$ cat config.mk
export PLATFORM = sky130hd
export DESIGN_NAME = pad_h_border_flat
export DESIGN_NICKNAME = d
export VERILOG_FILES = /design/src/rtl/pad_h_border_pkg.sv /design/src/rtl/pad_h_border_if.sv /design/src/rtl/pad_h_border_flux_sel.sv /design/src/rtl/pad_h_border.sv /design/src/flat_wrapper.sv
export SDC_FILE = /design/constraint.sdc
export NUM_CORES = 1
export LEC_CHECK = 0
export CAP_MARGIN = 5
export CORE_UTILIZATION = 40
export DETAILED_ROUTE_END_ITERATION = 16
export GPL_TIMING_DRIVEN = 0
export PLACE_DENSITY = 0.67
export SLEW_MARGIN = 10
export SYNTH_ARGS = -nofsm -noshare
export SYNTH_HDL_FRONTEND = slang
export SYNTH_SLANG_ARGS = --single-unit
$ cat constraint.sdc
create_clock -name clk -period 12.6 [get_ports clk]
set_clock_uncertainty 0.05 [all_clocks]
set_input_delay 1.89 -clock clk [delete_from_list [all_inputs] [get_ports clk]]
set_output_delay 1.89 -clock clk [all_outputs]
set_load 0.01 [all_outputs]
$ cat src/rtl/pad_h_border_pkg.sv
// pad_h_border_pkg: shared types and constants for the horizontal border padding actor.
package pad_h_border_pkg;

    typedef enum logic [1:0] {
        IDLE  = 2'd0,
        LEFT  = 2'd1,
        BODY  = 2'd2,
        RIGHT = 2'd3
    } pad_state_e;

    localparam int PAD_L = 3;
    localparam int PAD_R = 4;
    localparam int MAX_N = 120;

endpackage

$ cat src/rtl/pad_h_border_if.sv
// pad_h_border_if: multi-flux FIFO handshake interfaces (read side and write side).
// Every data word carries the flux tag in its MSBs.
interface read_interface #(
    parameter int WIDTH = 8,
    parameter int FLUX  = 2
);
    logic [FLUX-1:0]            empty;
    logic [FLUX-1:0]            read;
    logic [FLUX-1:0][WIDTH-1:0] dout;

    modport actor (input empty, input dout, output read);
    modport fifo  (output empty, output dout, input read);
endinterface

interface write_interface #(
    parameter int WIDTH = 8,
    parameter int FLUX  = 2
);
    logic [FLUX-1:0]  full;
    logic             write;
    logic [WIDTH-1:0] din;

    modport actor (input full, output write, output din);
    modport fifo  (output full, input write, input din);
endinterface

$ cat src/rtl/pad_h_border_flux_sel.sv
// pad_h_flux_sel: fixed-priority flux picker, lowest ready index wins.
module pad_h_flux_sel #(
    parameter int FLUX      = 2,
    parameter int TAG_WIDTH = $clog2(FLUX)
) (
    input  logic [FLUX-1:0]      ready,
    output logic [TAG_WIDTH-1:0] tag,
    output logic                 valid
);

    // Scan from the top down so the lowest ready flux is the last to overwrite the tag.
    always_comb begin
        tag   = '0;
        valid = 1'b0;
        for (int f = FLUX - 1; f >= 0; f--) begin
            if (ready[f]) begin
                tag   = TAG_WIDTH'(f);
                valid = 1'b1;
            end
        end
    end

endmodule

$ cat src/rtl/pad_h_border.sv
// pad_h_border: per-flux horizontal border padding (3 left, 4 right pels per row) with
// one extended-size token per block. Define PAD_H_BORDER_ZERO_EN for zero-valued borders
// instead of edge replication (the last-pel register is then dropped).
module pad_h_border
    import pad_h_border_pkg::*;
#(
    parameter int FLUX            = 2,
    parameter int DATA_WIDTH_PEL  = 16,
    parameter int DATA_WIDTH_SIZE = 7
) (
    input  logic          clk,
    input  logic          rst,
    read_interface.actor  read_port_in_pel,
    read_interface.actor  read_port_size,
    write_interface.actor write_port_out_pel,
    write_interface.actor write_port_ext_size
);

    localparam int TAG_WIDTH = $clog2(FLUX);
    localparam int SW        = DATA_WIDTH_SIZE;
    localparam logic [SW-1:0] MAX_N_W = SW'(MAX_N);
    localparam logic [SW-1:0] EXT_W   = SW'(PAD_L + PAD_R);

    pad_state_e    state_q [FLUX];
    pad_state_e    state_d [FLUX];
    logic [SW-1:0] n_q     [FLUX];
    logic [SW-1:0] n_d     [FLUX];
    logic [SW-1:0] col_q   [FLUX];
    logic [SW-1:0] col_d   [FLUX];
    logic [SW-1:0] row_q   [FLUX];
    logic [SW-1:0] row_d   [FLUX];
    logic [2:0]    pad_q   [FLUX];
    logic [2:0]    pad_d   [FLUX];
`ifndef PAD_H_BORDER_ZERO_EN
    logic [DATA_WIDTH_PEL-1:0] last_q [FLUX];
    logic [DATA_WIDTH_PEL-1:0] last_d [FLUX];
`endif

    logic [FLUX-1:0]           ready;
    logic [TAG_WIDTH-1:0]      sel_tag;
    logic                      sel_valid;
    logic [DATA_WIDTH_PEL-1:0] pel_in;
    logic [DATA_WIDTH_PEL-1:0] right_pel;
    logic [SW-1:0]             size_in;
    logic [SW-1:0]             size_clamped;

    // A flux can make progress only when every FIFO its current state touches allows it.
    always_comb begin
        ready = '0;
        for (int f = 0; f < FLUX; f++) begin
            case (state_q[f])
                IDLE:       ready[f] = !read_port_size.empty[f] && !write_port_ext_size.full[f];
                LEFT, BODY: ready[f] = !read_port_in_pel.empty[f] && !write_port_out_pel.full[f];
                RIGHT:      ready[f] = !write_port_out_pel.full[f];
                default:    ready[f] = 1'b0;
            endcase
        end
    end

    pad_h_flux_sel #(
        .FLUX      (FLUX),
        .TAG_WIDTH (TAG_WIDTH)
    ) u_flux_sel (
        .ready (ready),
        .tag   (sel_tag),
        .valid (sel_valid)
    );

    // Serve the selected flux: drive strobes and compute its next state; others hold.
    always_comb begin
        for (int f = 0; f < FLUX; f++) begin
            state_d[f] = state_q[f];
            n_d[f]     = n_q[f];
            col_d[f]   = col_q[f];
            row_d[f]   = row_q[f];
            pad_d[f]   = pad_q[f];
`ifndef PAD_H_BORDER_ZERO_EN
            last_d[f]  = last_q[f];
`endif
        end
        read_port_in_pel.read     = '0;
        read_port_size.read       = '0;
        write_port_out_pel.write  = 1'b0;
        write_port_out_pel.din    = '0;
        write_port_ext_size.write = 1'b0;
        write_port_ext_size.din   = '0;

        pel_in       = read_port_in_pel.dout[sel_tag][DATA_WIDTH_PEL-1:0];
        size_in      = read_port_size.dout[sel_tag][SW-1:0];
        size_clamped = (size_in > MAX_N_W) ? MAX_N_W : size_in;
`ifdef PAD_H_BORDER_ZERO_EN
        right_pel    = '0;
`else
        right_pel    = last_q[sel_tag];
`endif

        if (sel_valid && !rst) begin
            case (state_q[sel_tag])
                IDLE: begin
                    read_port_size.read[sel_tag] = 1'b1;
                    if (size_in != '0) begin
                        write_port_ext_size.write = 1'b1;
                        write_port_ext_size.din   = {sel_tag, size_clamped + EXT_W};
                        n_d[sel_tag]              = size_clamped;
                        row_d[sel_tag]            = '0;
                        pad_d[sel_tag]            = '0;
                        state_d[sel_tag]          = LEFT;
                    end
                end
                LEFT: begin
                    write_port_out_pel.write = 1'b1;
`ifdef PAD_H_BORDER_ZERO_EN
                    write_port_out_pel.din   = {sel_tag, {DATA_WIDTH_PEL{1'b0}}};
`else
                    write_port_out_pel.din   = {sel_tag, pel_in};
`endif
                    pad_d[sel_tag] = pad_q[sel_tag] + 3'd1;
                    if (pad_q[sel_tag] == 3'(PAD_L - 1)) begin
                        col_d[sel_tag]   = '0;
                        state_d[sel_tag] = BODY;
                    end
                end
                BODY: begin
                    read_port_in_pel.read[sel_tag] = 1'b1;
                    write_port_out_pel.write       = 1'b1;
                    write_port_out_pel.din         = {sel_tag, pel_in};
`ifndef PAD_H_BORDER_ZERO_EN
                    last_d[sel_tag] = pel_in;
`endif
                    col_d[sel_tag] = col_q[sel_tag] + SW'(1);
                    if (col_q[sel_tag] == n_q[sel_tag] - SW'(1)) begin
                        pad_d[sel_tag]   = '0;
                        state_d[sel_tag] = RIGHT;
                    end
                end
                RIGHT: begin
                    write_port_out_pel.write = 1'b1;
                    write_port_out_pel.din   = {sel_tag, right_pel};
                    pad_d[sel_tag] = pad_q[sel_tag] + 3'd1;
                    if (pad_q[sel_tag] == 3'(PAD_R - 1)) begin
                        if (row_q[sel_tag] == n_q[sel_tag] - SW'(1)) begin
                            state_d[sel_tag] = IDLE;
                        end else begin
                            row_d[sel_tag]   = row_q[sel_tag] + SW'(1);
                            pad_d[sel_tag]   = '0;
                            state_d[sel_tag] = LEFT;
                        end
                    end
                end
                default: begin
                    state_d[sel_tag] = IDLE;
                end
            endcase
        end
    end

    // Per-flux state and counters; reset abandons any block in progress.
    always_ff @(posedge clk) begin
        for (int f = 0; f < FLUX; f++) begin
            if (rst) begin
                state_q[f] <= IDLE;
                n_q[f]     <= '0;
                col_q[f]   <= '0;
                row_q[f]   <= '0;
                pad_q[f]   <= '0;
`ifndef PAD_H_BORDER_ZERO_EN
                last_q[f]  <= '0;
`endif
            end else begin
                state_q[f] <= state_d[f];
                n_q[f]     <= n_d[f];
                col_q[f]   <= col_d[f];
                row_q[f]   <= row_d[f];
                pad_q[f]   <= pad_d[f];
`ifndef PAD_H_BORDER_ZERO_EN
                last_q[f]  <= last_d[f];
`endif
            end
        end
    end

endmodule

$ cat src/flat_wrapper.sv
// flat-port wrapper written by rule: the top's interface ports become plain ports
module pad_h_border_flat import pad_h_border_pkg::*;
#(
    parameter int FLUX            = 2,
    parameter int DATA_WIDTH_PEL  = 16,
    parameter int DATA_WIDTH_SIZE = 7
)
  (clk, rst, read_port_in_pel_empty, read_port_in_pel_dout, read_port_in_pel_read, read_port_size_empty, read_port_size_dout, read_port_size_read, write_port_out_pel_full, write_port_out_pel_write, write_port_out_pel_din, write_port_ext_size_full, write_port_ext_size_write, write_port_ext_size_din);
  read_interface #(.WIDTH(((16) + (1))), .FLUX(FLUX)) read_port_in_pel_i ();
  read_interface #(.WIDTH(((7) + (1))), .FLUX(FLUX)) read_port_size_i ();
  write_interface #(.WIDTH(((16) + (1))), .FLUX(FLUX)) write_port_out_pel_i ();
  write_interface #(.WIDTH(((7) + (1))), .FLUX(FLUX)) write_port_ext_size_i ();
  input  logic clk;
  input  logic rst;
  input wire logic [$bits(read_port_in_pel_i.empty)-1:0] read_port_in_pel_empty;
  input wire logic [$bits(read_port_in_pel_i.dout)-1:0] read_port_in_pel_dout;
  output wire logic [$bits(read_port_in_pel_i.read)-1:0] read_port_in_pel_read;
  input wire logic [$bits(read_port_size_i.empty)-1:0] read_port_size_empty;
  input wire logic [$bits(read_port_size_i.dout)-1:0] read_port_size_dout;
  output wire logic [$bits(read_port_size_i.read)-1:0] read_port_size_read;
  input wire logic [$bits(write_port_out_pel_i.full)-1:0] write_port_out_pel_full;
  output wire logic [$bits(write_port_out_pel_i.write)-1:0] write_port_out_pel_write;
  output wire logic [$bits(write_port_out_pel_i.din)-1:0] write_port_out_pel_din;
  input wire logic [$bits(write_port_ext_size_i.full)-1:0] write_port_ext_size_full;
  output wire logic [$bits(write_port_ext_size_i.write)-1:0] write_port_ext_size_write;
  output wire logic [$bits(write_port_ext_size_i.din)-1:0] write_port_ext_size_din;
  assign read_port_in_pel_i.empty = read_port_in_pel_empty;
  assign read_port_in_pel_i.dout = read_port_in_pel_dout;
  assign read_port_in_pel_read = read_port_in_pel_i.read;
  assign read_port_size_i.empty = read_port_size_empty;
  assign read_port_size_i.dout = read_port_size_dout;
  assign read_port_size_read = read_port_size_i.read;
  assign write_port_out_pel_i.full = write_port_out_pel_full;
  assign write_port_out_pel_write = write_port_out_pel_i.write;
  assign write_port_out_pel_din = write_port_out_pel_i.din;
  assign write_port_ext_size_i.full = write_port_ext_size_full;
  assign write_port_ext_size_write = write_port_ext_size_i.write;
  assign write_port_ext_size_din = write_port_ext_size_i.din;
  pad_h_border #(.FLUX(FLUX), .DATA_WIDTH_PEL(DATA_WIDTH_PEL), .DATA_WIDTH_SIZE(DATA_WIDTH_SIZE)) u_core (.clk(clk), .rst(rst), .read_port_in_pel(read_port_in_pel_i), .read_port_size(read_port_size_i), .write_port_out_pel(write_port_out_pel_i), .write_port_ext_size(write_port_ext_size_i));
endmodule
### Word-level counts from Yosys, hierarchy flattened

Memories as Yosys holds them, arrays and structs flattened.
Index checks and enable logic that the tools add are counted.

* memories kept: 6
* bits in writable memories: 84
* bits in registers: 0
* output and inout port bits: 31

* muxes and demuxes: 80
* bitwise logic cells: 28
* $lt $le $gt $ge: 5
* reduce and logical (&&, ||, !) cells: 24
* equal/unequal tests: 13
* add/sub/neg operators: 5

Memory list
* u_core.last_q: depth 2, bits a word 16, rd ports 3, clocked after memory_dff 0, write ports 2, line pad_h_border.sv:35 `logic [DATA_WIDTH_PEL-1:0] last_q [FLUX];`
* u_core.col_q: depth 2, bits a word 7, rd ports 3, clocked after memory_dff 0, write ports 2, line pad_h_border.sv:28 `logic [SW-1:0] col_q [FLUX];`
* u_core.n_q: depth 2, bits a word 7, rd ports 3, clocked after memory_dff 0, write ports 2, line pad_h_border.sv:26 `logic [SW-1:0] n_q [FLUX];`
* u_core.row_q: depth 2, bits a word 7, rd ports 3, clocked after memory_dff 0, write ports 2, line pad_h_border.sv:30 `logic [SW-1:0] row_q [FLUX];`
* u_core.pad_q: depth 2, bits a word 3, rd ports 3, clocked after memory_dff 0, write ports 2, line pad_h_border.sv:32 `logic [2:0] pad_q [FLUX];`
* u_core.state_q: depth 2, bits a word 2, rd ports 3, clocked after memory_dff 0, write ports 2, line pad_h_border.sv:24 `pad_state_e state_q [FLUX];`

Operators by type and width (count)
* $mux 14: 9
* $mux 16: 5
* $mux 7: 10
* $mux 32: 2
* $pmux 14 s2: 2
* $bwmux 14: 3
* $pmux 17 s2: 1
* $bwmux 32: 1
* $mux 6: 5
* $and 14x14->14: 2
* $mux 4: 6
* $mux 8: 3
* $pmux 6 s4: 1
* $mux 17: 1
* $demux 16 s1: 1
* $pmux 4 s4: 1
* $add 7x1->7 const B: 2
* $eq 7x7->1: 2
* $mux 2: 7
* $not 14->14: 1
* $and 6x6->6: 2
* $eq 2x2->1 const B: 6
* $mux 1: 12
* $or 1x1->1: 12
* other kinds (31): 58

### Longest topological paths before layout

Gate-level depths: netlist of the first run.
An unclocked memory read counts as a cell.

* word-level depth: 18
* mapped depth: 20
* gate-level depth less buffers: 15

### Modules after synthesis

From an unflattened synthesis of the first run, not the netlist that was laid out.

* cells, all modules: 723
* area total of the unflattened synthesis: 5876.9 µm²

Modules (own cells, without submodules)
* pad_h_border: sequential area each 1681.6 µm², area an instance 5864.4 µm², cells each 721, times used 1
* pad_h_flux_sel: sequential area each 0.0 µm², area an instance 12.5 µm², cells each 2, times used 1

### Worst setup path after synthesis of the first run

OpenSTA, ideal clock, no wires.

* kind: input-to-output
* start point: input read_port_in_pel_empty[0]
* end point: output read_port_in_pel_read[1]
* stages: 15
* buffers on the path: 6
* slack: 5.839 ns
* data arrival time: 4.821 ns
* path through: nor2b_1 -> o21a_1 -> a211oi_2 -> buf_2 -> buf_4 -> buf_2 -> clkbuf_1 -> nor2_1 -> a21o_1 -> inv_1 -> ha_1 -> clkbuf_1 -> nand2_1 -> clkbuf_1 -> nor2_1

* cells in the longest elaborated chain, start to end: 10
* elaborated cells between the ends (all ways): 15
* those cells by class: order compare (2); eq/ne (1); mux (7); reduce/logical (4); memory (1)

Ends and longest elaborated chain
* start, declared: line flat_wrapper.sv:15 `input wire logic [$bits(read_port_in_pel_i.empty)-1:0] read_port_in_pel_empty;`
* $logic_not 1->1 (*): line pad_h_border.sv:53 `LEFT, BODY: ready[f] = !read_port_in_pel.empty[f] && !write_port_out_pel.full[f];`
* $logic_and 1x1->1 (*): line pad_h_border.sv:53
* $pmux 1 s3 (*): line pad_h_border.sv:51 `case (state_q[f])`
* $mux 1: line pad_h_border_flux_sel.sv:16 `if (ready[f]) begin`
* $lt 1x2->1 (not written as such) / $ge 1x1->1 (equally long branches): line pad_h_border.sv:124 `read_port_in_pel.read[sel_tag] = 1'b1;`
* $logic_and 1x1->1 (not written as such): line pad_h_border.sv:124
* $mux 1 (not written as such): line pad_h_border.sv:124
* $demux 1 s1
* $mux 2: line pad_h_border.sv:98 `case (state_q[sel_tag])`
* $mux 2 (*): line pad_h_border.sv:97 `if (sel_valid && !rst) begin`
* end, declared: line flat_wrapper.sv:17 `output wire logic [$bits(read_port_in_pel_i.read)-1:0] read_port_in_pel_read;`

Mark *: on every way between the ends. The rest lies on a longest branch, timed or not.

### Worst setup path after layout of the first run

Same ends and word-level chain as after synthesis.

==> results of run 1 <==
worst max-delay path: stages:
cell             delay, ns
clkdlybuf4s50_1       0.46
nor2b_1               0.04
o21a_1                0.23
a211oi_2              0.52
buf_2                 0.37
buf_4                 0.27
buf_2                 0.32
clkbuf_1              0.43
nor2_1                0.08
a21o_1                0.22
inv_1                 0.12
ha_1                  0.15
clkbuf_1              0.47
nand2_1               0.39
clkbuf_1              0.34
nor2_1                0.15
clkdlybuf4s50_1       0.55
through the flow:
stage / util / instances / power [mW]
5_1_grt: 0.523 / 949 / 0.736
3_3_place_gp: 0.497 / 933 / 0.401
3_5_place_dp: 0.497 / 933 / 0.403
4_1_cts: 0.523 / 949 / 0.713
6_report: 0.523 / 949 / 0.713
2_1_floorplan: - / 671 / 0.356
path summary, 6_finish.rpt:
kind	cells after the start	from	slack, ns	to
worst min register to register	2	u_core.last_q[1][9]	0.41	u_core.last_q[1][9]
worst max register to register	18	u_core.state_q[0][1]	6.74	u_core.state_q[0][0]
worst max-delay path	17	read_port_in_pel_empty[0]	3.65	read_port_in_pel_read[1]
worst min-delay path	2	u_core.last_q[1][9]	0.41	u_core.last_q[1][9]
report_power, final:
part | leakage (nW) | internal, mW | switching (mW) | total, mW
sequential | 0.677 | 0.268 | 0.00528 | 0.274
clock | 0.170 | 0.195 | 0.119 | 0.315
combinational | 1.86 | 0.0589 | 0.0659 | 0.125
total | 2.71 | 0.522 | 0.191 | 0.713
routing by layer:
metal / vias to the layer above / routed length (µm)
met5: - / 0
met4: 0 / 449
met3: 33 / 924
met2: 183 / 8010
met1: 2668 / 7640
li1: 2594 / -
final cells by class:
class	instances	area (µm²)	share of cell area
multi-input cells	530	3650	0.522
flip-flops and latches	84	1680	0.240
repair buffers	86	861	0.123
clock buffers	9	225	0.0322
well taps	176	220	0.0315
plain buffers	38	169	0.0241
clock inverters	7	121	0.0173
inverters	19	71.3	0.0102
state kept, by name (all words and copies together) (netlist names):
name            flops
u_core.n_q         14
u_core.col_q       14
u_core.pad_q        6
u_core.last_q      32
u_core.state_q      4
u_core.row_q       14
kinds of logic (layout without fill, tap and decap cells):
kind of cell	Yosys count	in the layout	share of synthesized area
xor gates and xnor gates	41	41	0.0644
muxes	79	79	0.142
and+or+nand+nor	253	253	0.243
AOI/OAI and AO/OA	141	141	0.170
buffers and inverters	57	159	0.0431
DFF	84	84	0.302
adders and majority gates	16	16	0.0359
Yosys cell counts, types with 10 or more instances:
cell | count | share of area
o21ai_0 | 34 | 0.031
nor2_1 | 53 | 0.036
mux2i_1 | 78 | 0.14
nand3_1 | 14 | 0.013
xor2_1 | 16 | 0.025
nand3b_1 | 22 | 0.030
ha_1 | 16 | 0.036
dfxtp_1 | 84 | 0.30
nand2b_1 | 16 | 0.018
a21oi_1 | 31 | 0.028
xnor2_1 | 25 | 0.039
clkbuf_1 | 25 | 0.017
nor3_1 | 10 | 0.0090
inv_1 | 19 | 0.013
o22ai_1 | 18 | 0.020
and2_1 | 24 | 0.027
nand2_1 | 64 | 0.043
layout by cell type (no fill, tap or decap), types with 22 or more instances in the layout:
master,netlist,layout
a21oi_1,31,31
and2_1,24,24
clkbuf_1,25,25
clkdlybuf4s50_1,0,86
dfxtp_1,84,84
mux2i_1,78,78
nand2_1,64,64
nand3b_1,22,22
nor2_1,53,53
o21ai_0,34,34
xnor2_1,25,25
==> results.sh, run 1 <==
export IMPL_status="finished, final reports clean"
export IMPL_cts_buffer_depth=2
export IMPL_cts_buffers_inserted=9
export IMPL_worstPathMaxFanout=10
export IMPL_grt_max_degree=16
export IMPL_met1_usage=0.314
export IMPL_antenna_found_initial=0
export IMPL_rows=42
export IMPL_drt_initial_drc_count=400
export IMPL_io_buffer_count=86
export IMPL_dr_total_vias=5478
export IMPL_fillerInstances=1274
export IMPL_grt_pass1_vias=5500
export IMPL_powerDensity_nw_per_um2=102
export IMPL_ys_seq_elements=84
export IMPL_clock_sinks=84
export IMPL_synthCells=671
export IMPL_top_usage_layer="met2"
export IMPL_syn2layout_area_growth_pct=25.6
export IMPL_die_w_um=120
export IMPL_synth_ff_type="dfxtp_1"
export IMPL_coreArea_um2=13400
export IMPL_synth_edff_count=0
export IMPL_path_class="input pin to output pin"
export IMPL_drive_gt1_frac=0.0647
export IMPL_synth_nets=747
export IMPL_fin_crit_sh=0.710
export IMPL_finalCriticalPeriod_ns=8.95
export IMPL_finalSetupTns_ns=0
export IMPL_yosysSeqAreaShare=0.302
export IMPL_fp_dieH_um=120
export IMPL_grt_pass1_wl_mm=27.5
export IMPL_yosysUniqueCellTypes=65
export IMPL_setup_violations_final=0
export IMPL_clock_latency_ns=0.36
export IMPL_wire_per_inst_um=17.9
export IMPL_start_util=0.416
export IMPL_placed_cell_area_um2=6660
export IMPL_diodes=0
export IMPL_final_area_um2=7000
export IMPL_cts_hold_fix_buffers=0
export IMPL_required_ns=10.66
export IMPL_relSlewSlack=0.432
export IMPL_pin_count=91
export IMPL_grt_use_met2=0.389
export IMPL_met3_usage=0.0366
export IMPL_tightest_slew_ns=0.846
export IMPL_p_leak_nw=2.71
export IMPL_grt_overflow_total=0
export IMPL_die_area_um2=14400
export IMPL_gp_congestion=0.881
export IMPL_cp_arrival_ns=7.01
export IMPL_async_flop_share=0
export IMPL_antenna_left=0
export IMPL_post_cts_buffers=0
export IMPL_hp_class="flip-flop to flip-flop"
export IMPL_final_hold_viol_count=0
export IMPL_maxCapViolations=0
export IMPL_syn_area_per_cell_um2=8.31
export IMPL_clkTransAtPathRegs_ns=0.07
export IMPL_post_place_ws_ns=3.73
export IMPL_worst_slack_ns=3.65
export IMPL_worst_setup_path_start_kind="input pin"
export IMPL_cts_resized=0
export IMPL_h_tree_depth=3
export IMPL_wl_mm=17.0
export IMPL_first_pass_iters=5
export IMPL_grt_use_total=0.243
export IMPL_tritoncts="built"
export IMPL_hold_worst_slack_ns=0.406
export IMPL_fmax_ghz=0.112
export IMPL_vias_per_cell=5.77
export IMPL_rsz0062_at_grt="no"
export IMPL_report_final_slew_viol_count=0
export IMPL_end_kind="output pin"
export IMPL_cts_root_buffer_cell="clkbuf_16"
export IMPL_remaining_drc_errors=0
export IMPL_ir_drop_mv=0.0748
export IMPL_yosysWarnings=0
export IMPL_syn_area_um2=5570
export IMPL_dp_hpwl_mm=13.0
export IMPL_layout_nets=844
No activity file was read; power rests on OpenSTA's default activity.
==> run 2: changes to the inputs <==
--- a/config.mk
+++ b/config.mk
@@ -9,7 +9,7 @@
 export CORE_UTILIZATION = 40
 export DETAILED_ROUTE_END_ITERATION = 16
 export GPL_TIMING_DRIVEN = 0
-export PLACE_DENSITY = 0.67
+export PLACE_DENSITY = 0.69
 export SLEW_MARGIN = 10
 export SYNTH_ARGS = -nofsm -noshare
 export SYNTH_HDL_FRONTEND = slang
==> constraint.sdc (replaced) <==
create_clock -name clk -period 7.3 [get_ports clk]
set_clock_uncertainty 0.05 [all_clocks]
set_input_delay 1.095 -clock clk [delete_from_list [all_inputs] [get_ports clk]]
set_output_delay 1.095 -clock clk [all_outputs]
set_load 0.01 [all_outputs]
==> run 2 against run 1 <==
  * Combinational power rose by 72%
  * Power rose by 59%
  * Non-clock buffer count fell by 1
  * Die area did not move
  * First-iteration DRC count rose by 14%
  * Global-route usage fell by 0.46 points
  * Clock power rose by 41%
  * Utilization fell by 0.41 points
  * Critical endpoint unchanged
  * Highest routed layer unchanged
==> results.sh, run 2 (synthesized netlist as in run 1, its figures left out) <==
export IMPL_seqPwrFrac=0.417
export IMPL_wl_mm=16.6
export IMPL_tritoncts="built"
export IMPL_largest_reg_flops=32
export IMPL_clock_sinks=84
export IMPL_final_cell_mix="clkdlybuf4s50_1, dfxtp_1, mux2i_1"
export IMPL_antenna_left=0
export IMPL_remaining_drc_errors=0
export IMPL_pwr_share_clk=0.392
export IMPL_worst_slack_ns=0.376
export IMPL_io_buffer_count=86
export IMPL_status="finished, final reports clean"
export IMPL_grt_use_met2=0.392
export IMPL_top_register="u_core.last_q"
export IMPL_p_leak_nw=2.68
export IMPL_grt_pass1_wl_mm=27.0
export IMPL_top_usage_layer="met2"
export IMPL_relSlewSlack=0.451
export IMPL_fp_dieH_um=120
export IMPL_die_area_um2=14400
export IMPL_p_sw_frac=0.286
export IMPL_die_w_um=120
export IMPL_cts_hold_fix_buffers=0
export IMPL_power_switching_mw=0.324
export IMPL_grt_max_degree=16
export IMPL_first_pass_iters=5
export IMPL_worstPathMaxFanout=19
export IMPL_maxCapViolations=0
export IMPL_pin_count=91
export IMPL_h_tree_depth=3
export IMPL_path_cells="clkdlybuf4s50_1, nor2b_1, o21a_1, a211oi_4, buf_2, buf_4, buf_2, nor2_1, a21oi_1, inv_1, ha_1, clkbuf_1, nand2_1, clkbuf_1, nor2_1, clkdlybuf4s50_1"
export IMPL_met3_usage=0.0452
export IMPL_fmax_ghz=0.144
export IMPL_clock_latency_ns=0.35
export IMPL_ir_drop_mv=0.131
export IMPL_dr_total_vias=5401
export IMPL_power_mw=1.13
export IMPL_grt_pass1_vias=5335
export IMPL_antenna_found_initial=0
export IMPL_setup_violations_final=0
export IMPL_start_util=0.416
export IMPL_report_final_slew_viol_count=0
export IMPL_cp_arrival_ns=5.78
export IMPL_met1_usage=0.304
export IMPL_wire_per_inst_um=17.5
export IMPL_powerDensity_nw_per_um2=163
export IMPL_dp_hpwl_mm=12.8
export IMPL_grt_use_total=0.239
export IMPL_fin_crit_sh=0.949
export IMPL_end_kind="output pin"
export IMPL_mostFrequentLayoutCell="clkdlybuf4s50_1"
export IMPL_coreArea_um2=13400
export IMPL_diodes=0
export IMPL_clkTransAtPathRegs_ns=0.06
export IMPL_cts_buffer_depth=2
export IMPL_gp_congestion=0.885
export IMPL_tightest_slew_ns=0.817
export IMPL_worst_setup_path_start_kind="input pin"
export IMPL_cp_slowest_cell="clkdlybuf4s50_1"
export IMPL_finalCriticalPeriod_ns=6.92
export IMPL_rsz0062_at_grt="no"
export IMPL_rows=42
export IMPL_grt_overflow_total=0
export IMPL_required_ns=6.15
export IMPL_vias_per_cell=5.70
export IMPL_comb_power_share=0.190
export IMPL_internal_power_mw=0.808
export IMPL_post_place_ws_ns=-0.0711
export IMPL_syn2layout_area_growth_pct=24.6
export IMPL_cts_buffers_inserted=9
export IMPL_path_class="input pin to output pin"
export IMPL_drive_gt1_frac=0.0648
export IMPL_drt_initial_drc_count=458
export IMPL_max_stage_delay_ns=0.50
export IMPL_final_hold_viol_count=0
export IMPL_hp_class="flip-flop to flip-flop"
export IMPL_layout_nets=843
export IMPL_cts_root_buffer_cell="clkbuf_16"
[run 2: per-stage QoR]
| step | hold WS [ns] | util | cells | setup TNS, ns | area, µm² |
|---|---|---|---|---|---|
| final | 0.405 | 0.518 | 948 | 0 | 6950 |
| after CTS | 0.405 | 0.519 | 949 | 0 | 6950 |
| after floorplan | 0.377 | - | 671 | 0 | 5570 |
| after detailed placement | 0.397 | 0.497 | 933 | -0.0917 | 6660 |
| after global routing | 0.420 | 0.518 | 948 | 0 | 6950 |
| after global placement | 0.392 | 0.497 | 933 | -0.00319 | 6660 |
[run 2: metal layers]
metal	routed length [µm]	vias up
li1	-	2597
met1	7400	2589
met2	7890	191
met3	963	24
met4	333	0
met5	0	-
[run 2: power groups by stage]
stage          Combinational [mW]  Sequential (mW)  Clock (mW)
2_1_floorplan               0.135            0.479           0
3_3_place_gp                0.210            0.482           0
3_5_place_dp                0.214            0.483           0
4_1_cts                     0.215            0.472       0.451
5_1_grt                     0.234            0.473       0.468
6_report                    0.215            0.473       0.444
[run 2: area by class of cell]
type	count	area (µm²)
Inverter	19	71.3
Tap cell	176	220
Fill cell	1287	6450
Clock inverter	6	48.8
Timing Repair Buffer	86	861
Multi-Input combinational cell	530	3660
Buffer	37	165
Sequential cell	84	1680
Clock buffer	10	239
[run 2: timing repair]
item | CTS | global route
buffers inserted | 0 | 0
gates resized for setup | 1 | 0
setup endpoints to repair | 2 | 19
[run 2: critical path, delay by kind of cell]
| kind | cells | cell delay [ns] |
|---|---|---|
| buffers and inverters | 8 | 2.86 |
| AO/OA/AOI/OAI | 3 | 1.03 |
| AND/OR/NAND/NOR | 4 | 0.57 |
| adder cells (fa/ha/maj) | 1 | 0.21 |
[run 2: final timing paths]
| check | cells after the start | slack, ns | start | endpoint |
|---|---|---|---|---|
| worst max-delay path | 16 | 0.38 | read_port_in_pel_empty[0] | read_port_in_pel_read[1] |
| worst min-delay path | 2 | 0.40 | u_core.last_q[1][7] | u_core.last_q[1][7] |
| worst max register to register | 19 | 1.57 | u_core.state_q[1][0] | u_core.state_q[0][0] |
| worst min register to register | 2 | 0.40 | u_core.last_q[1][7] | u_core.last_q[1][7] |
